### src/rtl/sram_rr_arbiter.sv
// Two-port round-robin arbiter and sequencer for a single-port SRAM with registered read data.
// One operation in flight at a time: accept (IDLE), drive SRAM (ISSUE), collect data (WAIT).
module sram_rr_arbiter #(
  parameter int ADDR_WIDTH = 4,
  parameter int WORD_WIDTH = 8
) (
  input  logic                  clk,
  input  logic                  rst_n,
  input  logic                  req0_valid,
  output logic                  req0_ready,
  input  logic                  req0_wr,
  input  logic [ADDR_WIDTH-1:0] req0_addr,
  input  logic [WORD_WIDTH-1:0] req0_wdata,
  output logic                  rsp0_valid,
  output logic [WORD_WIDTH-1:0] rsp0_rdata,
  input  logic                  req1_valid,
  output logic                  req1_ready,
  input  logic                  req1_wr,
  input  logic [ADDR_WIDTH-1:0] req1_addr,
  input  logic [WORD_WIDTH-1:0] req1_wdata,
  output logic                  rsp1_valid,
  output logic [WORD_WIDTH-1:0] rsp1_rdata,
  output logic [ADDR_WIDTH-1:0] sram_addr,
  output logic [WORD_WIDTH-1:0] sram_din,
  output logic                  sram_we,
  input  logic [WORD_WIDTH-1:0] sram_dout
);

  typedef enum logic [1:0] {
    ST_IDLE  = 2'd0,
    ST_ISSUE = 2'd1,
    ST_WAIT  = 2'd2
  } state_e;

  state_e                state_q;
  logic                  last_grant_q;
  logic                  owner_q;
  logic                  op_rd_q;

  logic                  grant0_s;
  logic                  grant1_s;
  logic                  hs0_s;
  logic                  hs1_s;
  logic                  sel_wr_s;
  logic [ADDR_WIDTH-1:0] sel_addr_s;
  logic [WORD_WIDTH-1:0] sel_wdata_s;

  // Grant: a lone requester wins; on contention the port that did not win last time goes.
  always_comb begin
    grant0_s = 1'b0;
    grant1_s = 1'b0;
    if (req0_valid && req1_valid) begin
      grant0_s = last_grant_q;
      grant1_s = ~last_grant_q;
    end else begin
      grant0_s = req0_valid;
      grant1_s = req1_valid;
    end
  end

  assign req0_ready = (state_q == ST_IDLE) & grant0_s;
  assign req1_ready = (state_q == ST_IDLE) & grant1_s;
  assign hs0_s      = req0_valid & req0_ready;
  assign hs1_s      = req1_valid & req1_ready;

  // Command mux: at most one handshake per cycle, so port 1 is picked only when it shook hands.
  always_comb begin
    if (hs1_s) begin
      sel_wr_s    = req1_wr;
      sel_addr_s  = req1_addr;
      sel_wdata_s = req1_wdata;
    end else begin
      sel_wr_s    = req0_wr;
      sel_addr_s  = req0_addr;
      sel_wdata_s = req0_wdata;
    end
  end

  // Sequencer FSM with all SRAM-facing and response outputs registered.
  always_ff @(posedge clk or negedge rst_n) begin
    if (!rst_n) begin
      state_q      <= ST_IDLE;
      last_grant_q <= 1'b1;
      owner_q      <= 1'b0;
      op_rd_q      <= 1'b0;
      sram_addr    <= '0;
      sram_din     <= '0;
      sram_we      <= 1'b1;
      rsp0_valid   <= 1'b0;
      rsp1_valid   <= 1'b0;
      rsp0_rdata   <= '0;
      rsp1_rdata   <= '0;
    end else begin
      rsp0_valid <= 1'b0;
      rsp1_valid <= 1'b0;
      case (state_q)
        ST_IDLE: begin
          if (hs0_s || hs1_s) begin
            sram_addr    <= sel_addr_s;
            sram_din     <= sel_wdata_s;
            sram_we      <= ~sel_wr_s;
            owner_q      <= hs1_s;
            last_grant_q <= hs1_s;
            op_rd_q      <= ~sel_wr_s;
            state_q      <= ST_ISSUE;
          end else begin
            sram_we <= 1'b1;
            state_q <= ST_IDLE;
          end
        end
        ST_ISSUE: begin
          sram_we <= 1'b1;
          state_q <= ST_WAIT;
        end
        ST_WAIT: begin
          sram_we <= 1'b1;
          // Read data was registered by the SRAM at the previous edge and is stable now.
          if (owner_q) begin
            rsp1_valid <= 1'b1;
            if (op_rd_q) begin
              rsp1_rdata <= sram_dout;
            end else begin
              rsp1_rdata <= rsp1_rdata;
            end
          end else begin
            rsp0_valid <= 1'b1;
            if (op_rd_q) begin
              rsp0_rdata <= sram_dout;
            end else begin
              rsp0_rdata <= rsp0_rdata;
            end
          end
          state_q <= ST_IDLE;
        end
        default: begin
          sram_we <= 1'b1;
          state_q <= ST_IDLE;
        end
      endcase
    end
  end

endmodule

### config.mk
export PLATFORM = sky130hd
export DESIGN_NAME = sram_rr_arbiter
export DESIGN_NICKNAME = d
export VERILOG_FILES = /design/src/rtl/sram_rr_arbiter.sv
export SDC_FILE = /design/constraint.sdc
export NUM_CORES = 1
export LEC_CHECK = 0
export ABC_AREA = 1
export CAP_MARGIN = 20
export CORE_ASPECT_RATIO = 1.1
export CORE_MARGIN = 2
export CORE_UTILIZATION = 38
export CTS_CLUSTER_SIZE = 25
export DETAILED_ROUTE_END_ITERATION = 10
export GPL_TIMING_DRIVEN = 1
export HOLD_SLACK_MARGIN = 0.15
export PLACE_DENSITY = 0.72
export SYNTH_ARGS = -nofsm -noshare
export SYNTH_HDL_FRONTEND = slang
export SYNTH_SLANG_ARGS = --single-unit
### constraint.sdc
create_clock -name clk -period 3.5 [get_ports clk]
set_input_delay 0.7 -clock clk [delete_from_list [all_inputs] [get_ports clk]]
set_output_delay 0.7 -clock clk [all_outputs]
set_load 0.005 [all_outputs]
## Yosys cells after proc, flatten, opt, wreduce, memory -nomap -nowiden

Cells that the tools add are included.

| storage, ports and cells | value |
|---|---|
| register bits | 36 |
| input bits | 38 |
| output and inout bits | 33 |
| word-level logic and storage cells | 39 |

| cells by class | value |
|---|---|
| equal/unequal tests | 2 |
| mux-type cells | 13 |
| bitwise logic cells | 7 |
| reduce and logical (&&, ||, !) cells | 6 |

Operator list:

| cell | count |
|---|---|
| 1-bit two-way mux | 10 |
| 8-bit two-way mux | 1 |
| 3-bit AND reduction | 2 |
| 1-bit AND | 4 |
| 4-bit two-way mux | 1 |
| 2-bit case mux with 2 select lines | 1 |
| 1-bit inverter | 3 |
| 2-bit by 1-bit equality test with 1-bit output, second input constant | 1 |
| 2-bit equality test, second input constant | 1 |
| 2-bit zero test | 1 |
| 2-bit AND reduction | 1 |
| 1-bit logical AND | 1 |
| 1-bit logical OR | 1 |

## Logic depth before layout (Yosys ltp)

Gate-level depths: netlist (run 1).

| depth | value |
|---|---|
| depth after elaboration | 8 |
| depth in mapped cells | 6 |
| depth with buffers taken out | 6 |

## Least setup slack after synthesis (run 1)

OpenSTA, ideal clock, no wires.

| timing path | value |
|---|---|
| path type | input port to output port |
| start | in req0_valid |
| end | out req1_ready |
| data arrival time | 1,203 ps |
| data required time | 2,800 ps |
| setup slack | 1,597 ps |
| cell stages on the path | 4 |
| path buffers | 1 |
| cells stage by stage | nand2_1 > nand3_2 > buf_2 > inv_1 |

| on the way | value |
|---|---|
| cells in the longest elaborated chain, start to end | 3 |

Ends and longest elaborated chain:

| element | line | RTL |
|---|---|---|
| start: declaration | 9 | `input logic req0_valid,` |
| 1-bit logical AND | 52 | `if (req0_valid && req1_valid) begin` |
| 1-bit two-way mux | 52 |  |
| 1-bit AND | 62 | `assign req1_ready = (state_q == ST_IDLE) & grant1_s;` |
| end: declaration | 17 | `output logic req1_ready,` |

No other way between the ends.

## Worst setup path in the final report (run 1)

Same ends and word-level chain as after synthesis.

==> implementation parameters, run 1 <==
Parameter                              Value

Synthesis
  Register area share after synthesis    between 50% and 60%
  Dominant cells by area after synthesis    sky130_fd_sc_hd__dfrtp_1 50%, sky130_fd_sc_hd__nand2_1 13%, sky130_fd_sc_hd__inv_1 8.8%
  Synth Net Count    around 240
  Synth cell types    16
  Biggest area consumer among synthesized cells    sky130_fd_sc_hd__dfrtp_1
  Number of storage elements in the synthesis netlist    36
  Cell count after synthesis    198
  Syn. warnings    0
  Avg Synthesized Cell Area    roughly 8.6 um2
  Fraction of post-synthesis cell area in the top cell type by area    between 40% and 50%
  Post-Syn Area    roughly 1700 um2

Clock network
  Total CTS buffers    5
  # clock sinks    36
  Clock tree from TritonCTS    built
  Total setup buffers inserted after CTS    0
  Number of instances resized during post-cts repair    0
  Worst skew pair latency    about 0.28 ns
  Hold buffer count at CTS    0
  Clk buf depth    2
  Cell at the root of the clock tree    sky130_fd_sc_hd__clkbuf_8
  CTS HTree Levels    2
  Clock transition at the registers of the reported paths    about 0.070 ns

Drt
  Number of DRC markers in iteration 0    roughly 120
  Number of routed nets with antenna violations    0
  Post-DR wirelength/cell    between 10 and 15 um
  Routed vias/inst    around 4.6
  Post-detailed-routing wire length    around 3900 um
  First-pass iteration count of the detailed router    4
  Total via count after detailed routing    roughly 1500
  DRC errors left    0

Timing
  Worst-margin pin slew    ~0.8 ns
  Maximum clock rate    about 350 MHz
  Hold Violations, Final    0
  Final Slew Violations    0
  Setup-failing EPs final    0
  Final Skew    ~0.0062 ns
  Slew Limit Headroom    roughly 48%
  Setup repair after global routing missed its margin    false
  Tmin final    2.88 ns
  Accumulated negative setup slack    0 ns
  Post-route clock period utilization    82.4%

Floorplanning
  Die extent in x    67.9 um
  Overall die area    around 5000 um2
  CORE AREA    4320 um2
  Number of I/O pins    between 70 and 80
  Initial cell density of the core    slightly below 40%
  Number of placement rows    25
  Die height    about 74 um

Critical path
  Crit end category    primary output
  Internal reg-to-reg setup slack    about 1.9 ns
  Largest fanout on the critical path    16
  Worst-path cell chain    clkdlybuf4s50_1 -> nand2_1 -> nand3_2 -> inv_1 -> clkdlybuf4s50_1
  Reg2reg start    state_q[1]$_DFF_PN0_
  Highest-delay cell along the critical path    sky130_fd_sc_hd__clkdlybuf4s50_1
  Critical path data required time    around 2.8 ns
  Endpoint of the lowest-slack register-to-register path    sram_addr[1]$_DFFE_PN0P_
  Highest cell delay on the worst timing path    approximately 0.5 ns
  Critical path launch point type    primary input
  Category of the most critical setup path    primary input to primary output
  Worst-case reg-to-reg path depth    5
  Most frequent CP cell    sky130_fd_sc_hd__clkdlybuf4s50_1
  Worst endpoint data arrival time    approximately 2.2 ns

GRT
  Antenna violations before repair    0
  Overall routing resource usage    16.6%
  Total congestion overflow    0
  Number of global-route vias before repair    roughly 1400
  Global-route wire length before repair    6290 um
  Maximum number of pins on one net before global-route repair    37

Placement
  Post-placement cell count    between 300 and 400
  Port Buf Inserts    70
  DPL Wire Length    between 2000 and 3000 um
  Final weighted congestion in routability-driven placement    between 0.7 and 0.8

Min path
  Worst hold path depth    2
  HP Class    register to register
  Hold endpoint    sram_din[0]$_DFFE_PN0P_
  Hold_sp    sram_din[0]$_DFFE_PN0P_

Pwr
  Static Leak    about 1.3 nW
  Total power density per cell area    804 nW/um2
  Worst vdd rail ir drop    approximately 0.00037 V

Final layout
  Number of diodes    0
  Number of filler cells placed in the layout    402
  Layout Nets    between 300 and 400
  Area Overhead vs Synth    48.5%
  Final standard cell count with taps included and fillers excluded    roughly 320
  Fraction of final layout cells with drive strength greater than 1    13.0%

Job
  Max-cap check violation count    0

Run status
  Status    finished, final reports clean
-- kinds of logic (layout without fill, tap and decap cells) --
logic type,after synthesis,after routing,synth area share (%)
AO/OA/AOI/OAI,20,20,9.60
flip-flops,36,36,52.9
buffers and inverters,49,121,12.5
AND/OR/NAND/NOR,93,93,25.0
-- final cells by class --
class | count | area [um2] | area share, %
clock inverters | 2 | 35.0 | 1.38
well taps | 54 | 67.6 | 2.67
inverters | 41 | 154 | 6.07
clock buffers | 6 | 72.6 | 2.86
flip-flops and latches | 36 | 903 | 35.7
repair buffers | 72 | 711 | 28.0
multi-input cells | 113 | 591 | 23.3
-- layer usage --
| layer | track usage [%] | part of all wire [%] | vias up |
|---|---|---|---|
| met5 | 0 | 0 | - |
| met3 | 3.63 | 4.5 | 4 |
| met1 | 20.8 | 44 | 684 |
| met4 | 5.33 | 1.0 | 0 |
| met2 | 28.4 | 51 | 37 |
| li1 | - | - | 755 |
-- where the power goes --
group	internal [W]	total, W	switching [W]	leakage, nW
Clock	0.000211	0.000356	0.000144	0.0552
Sequential	0.000629	0.000747	0.000118	0.435
Combinational	0.000507	0.000934	0.000427	0.787
-- cell usage in the layout, fill, tap and decap left out --
cell	count
sky130_fd_sc_hd__buf_4	2
sky130_fd_sc_hd__o21ai_2	17
sky130_fd_sc_hd__buf_2	1
sky130_fd_sc_hd__o21ai_0	2
sky130_fd_sc_hd__nor2_4	1
sky130_fd_sc_hd__nand3_2	3
sky130_fd_sc_hd__bufinv_16	1
sky130_fd_sc_hd__clkinv_2	1
sky130_fd_sc_hd__nand4_1	13
sky130_fd_sc_hd__nor2_1	3
sky130_fd_sc_hd__clkbuf_8	5
sky130_fd_sc_hd__clkdlybuf4s50_1	69
sky130_fd_sc_hd__dfstp_2	2
sky130_fd_sc_hd__dfrtp_1	34
sky130_fd_sc_hd__clkbuf_1	1
sky130_fd_sc_hd__a21oi_1	1
sky130_fd_sc_hd__inv_1	40
sky130_fd_sc_hd__inv_2	1
sky130_fd_sc_hd__nor2_2	1
sky130_fd_sc_hd__nand2_1	59
sky130_fd_sc_hd__nand3_1	13
-- state kept, by name (all words and copies together), names as in the netlist --
register      flops
owner_q           1
rsp0_rdata        8
rsp1_rdata        8
rsp0_valid        1
sram_din          8
rsp1_valid        1
sram_addr         4
state_q           2
last_grant_q      1
sram_we           1
op_rd_q           1
-- critical path: cells and delay by family --
| kind | cells | cell delay [ns] |
|---|---|---|
| buffers and inverters | 3 | 1.08 |
| AND/OR/NAND/NOR | 2 | 0.41 |
-- metrics by stage --
stage	hold WS [ns]	util (%)	setup WS, ns	instance area (um2)	total power (W)
floorplan	0.404	-	1.60	1710	0.00121
global placement	0.462	56.2	0.606	2430	0.00168
detailed placement	0.465	56.2	0.600	2430	0.00170
CTS	0.478	58.7	0.599	2530	0.00207
finish	0.476	58.7	0.615	2530	0.00204
global route	0.503	58.7	0.464	2530	0.00220
-- worst max-delay path by stage --
stage	from	end	slack, ns	cells after the start
final	req0_valid	req1_ready	0.62	5
after global routing	req0_valid	req1_ready	0.46	5
after CTS	req0_valid	req1_ready	0.60	5
after detailed placement	req0_valid	req1_ready	0.60	5
after global placement	req0_valid	req1_ready	0.61	5
after floorplan	req0_valid	req1_ready	1.60	4
-- cells in the mapped netlist --
cell / number
sky130_fd_sc_hd__nand2_1: 59
sky130_fd_sc_hd__inv_1: 40
sky130_fd_sc_hd__dfrtp_1: 34
sky130_fd_sc_hd__o21ai_2: 17
sky130_fd_sc_hd__nand3_1: 13
sky130_fd_sc_hd__nand4_1: 13
sky130_fd_sc_hd__buf_2: 5
sky130_fd_sc_hd__buf_6: 3
sky130_fd_sc_hd__nand3_2: 3
sky130_fd_sc_hd__nor2_1: 3
sky130_fd_sc_hd__dfstp_2: 2
sky130_fd_sc_hd__o21ai_0: 2
sky130_fd_sc_hd__a21oi_1: 1
sky130_fd_sc_hd__inv_2: 1
sky130_fd_sc_hd__nor2_2: 1
sky130_fd_sc_hd__nor2_4: 1
No activity file was read; power rests on OpenSTA's default activity.
==> run 2, diff against run 1 <==
==> constraint.sdc (replaced) <==
create_clock -name clk -period 2.7 [get_ports clk]
set_input_delay 0.54 -clock clk [delete_from_list [all_inputs] [get_ports clk]]
set_output_delay 0.54 -clock clk [all_outputs]
set_load 0.005 [all_outputs]
==> run 2 against run 1 <==
  * Global-route usage is 0.60 points lower
  * Critical endpoint unchanged
  * Sequential share of layout area increased by 0.14 points
  * Cell count increased by 0.31%
  * Setup slack got worse by 0.24 ns
  * Clock power up 8.1%
  * Clock-buffer cell count rose by 2
  * Power grew 26%
  * Flip-flop and latch count unchanged
  * Largest cell class unchanged
  * Final area shrank 0.40%
  * Sequential power up 30%
  * Via count down 0.47%
==> implementation parameters, run 2 (synthesis results as in run 1) <==
Parameter                              Value

Drt
  Number of routed nets with antenna violations    0 (unchanged)
  Post-DR wirelength/cell    11.4 um (was 11.9 um)
  DRC errors left    0 (unchanged)
  First-pass iteration count of the detailed router    4 (unchanged)
  Number of DRC markers in iteration 0    86 (was 123)
  Routed vias/inst    4.53 (was 4.57)
  Post-detailed-routing wire length    3700 um (was 3860 um)
  Total via count after detailed routing    1473 (was 1480)

GRT
  Antenna violations before repair    0 (unchanged)
  Global-route wire length before repair    6020 um (was 6290 um)
  Total congestion overflow    0 (unchanged)
  Overall routing resource usage    16.0% (was 16.6%)
  Maximum number of pins on one net before global-route repair    37 (unchanged)
  Number of global-route vias before repair    1364 (was 1417)

Timing
  Setup repair after global routing missed its margin    false (unchanged)
  Worst-case setup margin in the final layout    0.371 ns (was 0.615 ns)
  Hold Violations, Final    0 (unchanged)
  Tmin final    roughly 2.3 ns
  Setup-failing EPs final    0 (unchanged)
  Slew Limit Headroom    48.6% (was 47.7%)
  Final Slew Violations    0 (unchanged)
  Worst-margin pin slew    0.771 ns (was 0.785 ns)
  Post-route clock period utilization    86.3%
  Maximum clock rate    between 400 and 500 MHz
  Final Skew    0.00702 ns (was 0.00621 ns)
  Accumulated negative setup slack    0 ns (unchanged)

Critical path
  Category of the most critical setup path    primary input to primary output (unchanged)
  Reg2reg start    state_q[1]$_DFF_PN0_ (unchanged)
  Worst-case reg-to-reg path depth    5 (unchanged)
  Capturing instance or port of the critical path    req1_ready (unchanged)
  Worst Setup SP    req0_valid (unchanged)
  Critical path launch point type    primary input (unchanged)
  Critical path data required time    2.16 ns (was 2.80 ns)
  Endpoint of the lowest-slack register-to-register path    sram_din[6]$_DFFE_PN0P_ (was sram_addr[1]$_DFFE_PN0P_)
  Internal reg-to-reg setup slack    1.11 ns (was 1.87 ns)
  Crit end category    primary output (unchanged)
  Worst endpoint data arrival time    1.79 ns (was 2.18 ns)
  Largest fanout on the critical path    3 (was 16)

Final layout
  Number of diodes    0 (unchanged)
  Area Overhead vs Synth    47.9% (was 48.5%)
  Highest-count cells in the layout ignoring fill and taps    69 x sky130_fd_sc_hd__clkdlybuf4s50_1, 59 x sky130_fd_sc_hd__nand2_1, 40 x sky130_fd_sc_hd__inv_1 (unchanged)
  Largest registers    rsp0_rdata (8), rsp1_rdata (8), sram_din (8) (unchanged)
  Fraction of final layout cells with drive strength greater than 1    12.9% (was 13.0%)
  Number of filler cells placed in the layout    385 (was 402)
  Leading cell type in the layout, fill and taps excluded    sky130_fd_sc_hd__clkdlybuf4s50_1 (unchanged)
  Layout Nets    308 (was 307)

Clock network
  Number of instances resized during post-cts repair    0 (unchanged)
  Clock tree from TritonCTS    built (unchanged)
  Hold buffer count at CTS    0 (unchanged)
  Clk buf depth    2 (unchanged)
  Clock transition at the registers of the reported paths    0.07 ns (about the same)
  CTS HTree Levels    2 (unchanged)
  Total setup buffers inserted after CTS    0 (unchanged)
  # clock sinks    36 (unchanged)
  Total CTS buffers    5 (unchanged)
  Cell at the root of the clock tree    sky130_fd_sc_hd__clkbuf_8 (unchanged)
  Worst skew pair latency    0.28 ns (about the same)

Floorplanning
  Die extent in x    67.9 um (unchanged)
  Number of I/O pins    71 (unchanged)
  Die height    74.3 um (unchanged)
  Initial cell density of the core    39.5% (unchanged)
  CORE AREA    4320 um2 (unchanged)
  Number of placement rows    25 (unchanged)
  Overall die area    5040 um2 (unchanged)

Placement
  Final weighted congestion in routability-driven placement    0.805 (was 0.743)
  Pre-CTS setup slack    0.361 ns (was 0.600 ns)
  DPL Wire Length    2700 um (was 2770 um)
  Port Buf Inserts    70 (unchanged)

Pwr
  Total power density per cell area    1020 nW/um2 (was 804 nW/um2)
  Worst vdd rail ir drop    0.000452 V (was 0.000375 V)
  Part of the total power dissipated in combinational logic    47.1% (was 45.9%)
  Net switching fraction of the power    34.3% (was 33.9%)
  Clock network power share    15.0% (was 17.5%)
  Switching power    0.000879 W (was 0.000690 W)
  Cell internal pwr    0.00169 W (was 0.00135 W)
  Sequential power share    37.9% (was 36.7%)
  Static Leak    1.27 nW (was 1.28 nW)

Run status
  Status    finished, final reports clean (unchanged)

Min path
  HP Class    primary input to asynchronous set/reset pin (was register to register)

Job
  Max-cap check violation count    0 (unchanged)
[run 2: changes by cell type in the layout (fill, tap and decap cells not counted), sizes merged]
cell    delta
clkbuf     +2
buf        +1
bufinv     -1
clkinv     -1
[run 2: stage by stage]
step	instances	area, um2	utilization, %	hold WS [ns]	power [W]
final	325	2520	58.5	0.336	0.00257
after global routing	325	2520	58.5	0.397	0.00278
after CTS	325	2520	58.5	0.356	0.00261
after detailed placement	317	2430	56.4	0.466	0.00221
after global placement	317	2430	56.4	0.463	0.00218
after floorplan	198	1710	-	0.244	0.00157
[run 2: metal layers]
layer	vias up	track usage (%)	wire length (um)
met5	-	0	0
met4	0	7.11	62
met3	4	4.08	169
met2	45	25.5	1810
met1	670	20.5	1660
li1	754	-	-
[run 2: worst max-delay path, cell delays in order]
cell,delay (ns)
sky130_fd_sc_hd__clkdlybuf4s50_1,0.46
sky130_fd_sc_hd__nand2_1,0.13
sky130_fd_sc_hd__nand3_2,0.09
sky130_fd_sc_hd__inv_1,0.08
sky130_fd_sc_hd__clkdlybuf4s50_1,0.49
[run 2: worst min path at each step]
stage / endpoint / slack, ns / from / cells after the start
after floorplan: op_rd_q$_DFFE_PN0P_ / 0.24 / rst_n / 0
after global placement: rsp0_rdata[5]$_DFFE_PN0P_ / 0.46 / rsp0_rdata[5]$_DFFE_PN0P_ / 2
after detailed placement: sram_din[4]$_DFFE_PN0P_ / 0.47 / sram_din[4]$_DFFE_PN0P_ / 2
after CTS: rsp1_valid$_DFF_PN0_ / 0.36 / rst_n / 1
after global routing: rsp0_rdata[0]$_DFFE_PN0P_ / 0.40 / rst_n / 1
final: rsp0_rdata[0]$_DFFE_PN0P_ / 0.34 / rst_n / 1
[run 2: power by group through the flow]
stage	combinational (W)	sequential, W	clock (W)
floorplan	0.000586	0.000986	0
global placement	0.00120	0.000980	0
detailed placement	0.00123	0.000979	0
CTS	0.00123	0.000974	0.000401
global route	0.00136	0.00100	0.000421
finish	0.00121	0.000971	0.000385
[run 2: layout make-up]
| type | count | area [um2] | share of cell area, % |
|---|---|---|---|
| clock buffer | 8 | 90.1 | 3.57 |
| timing repair buffer | 73 | 718 | 28.5 |
| tap | 54 | 67.6 | 2.68 |
| multi-input combinational | 113 | 591 | 23.4 |
| inverter | 41 | 154 | 6.10 |
| sequential | 36 | 903 | 35.8 |
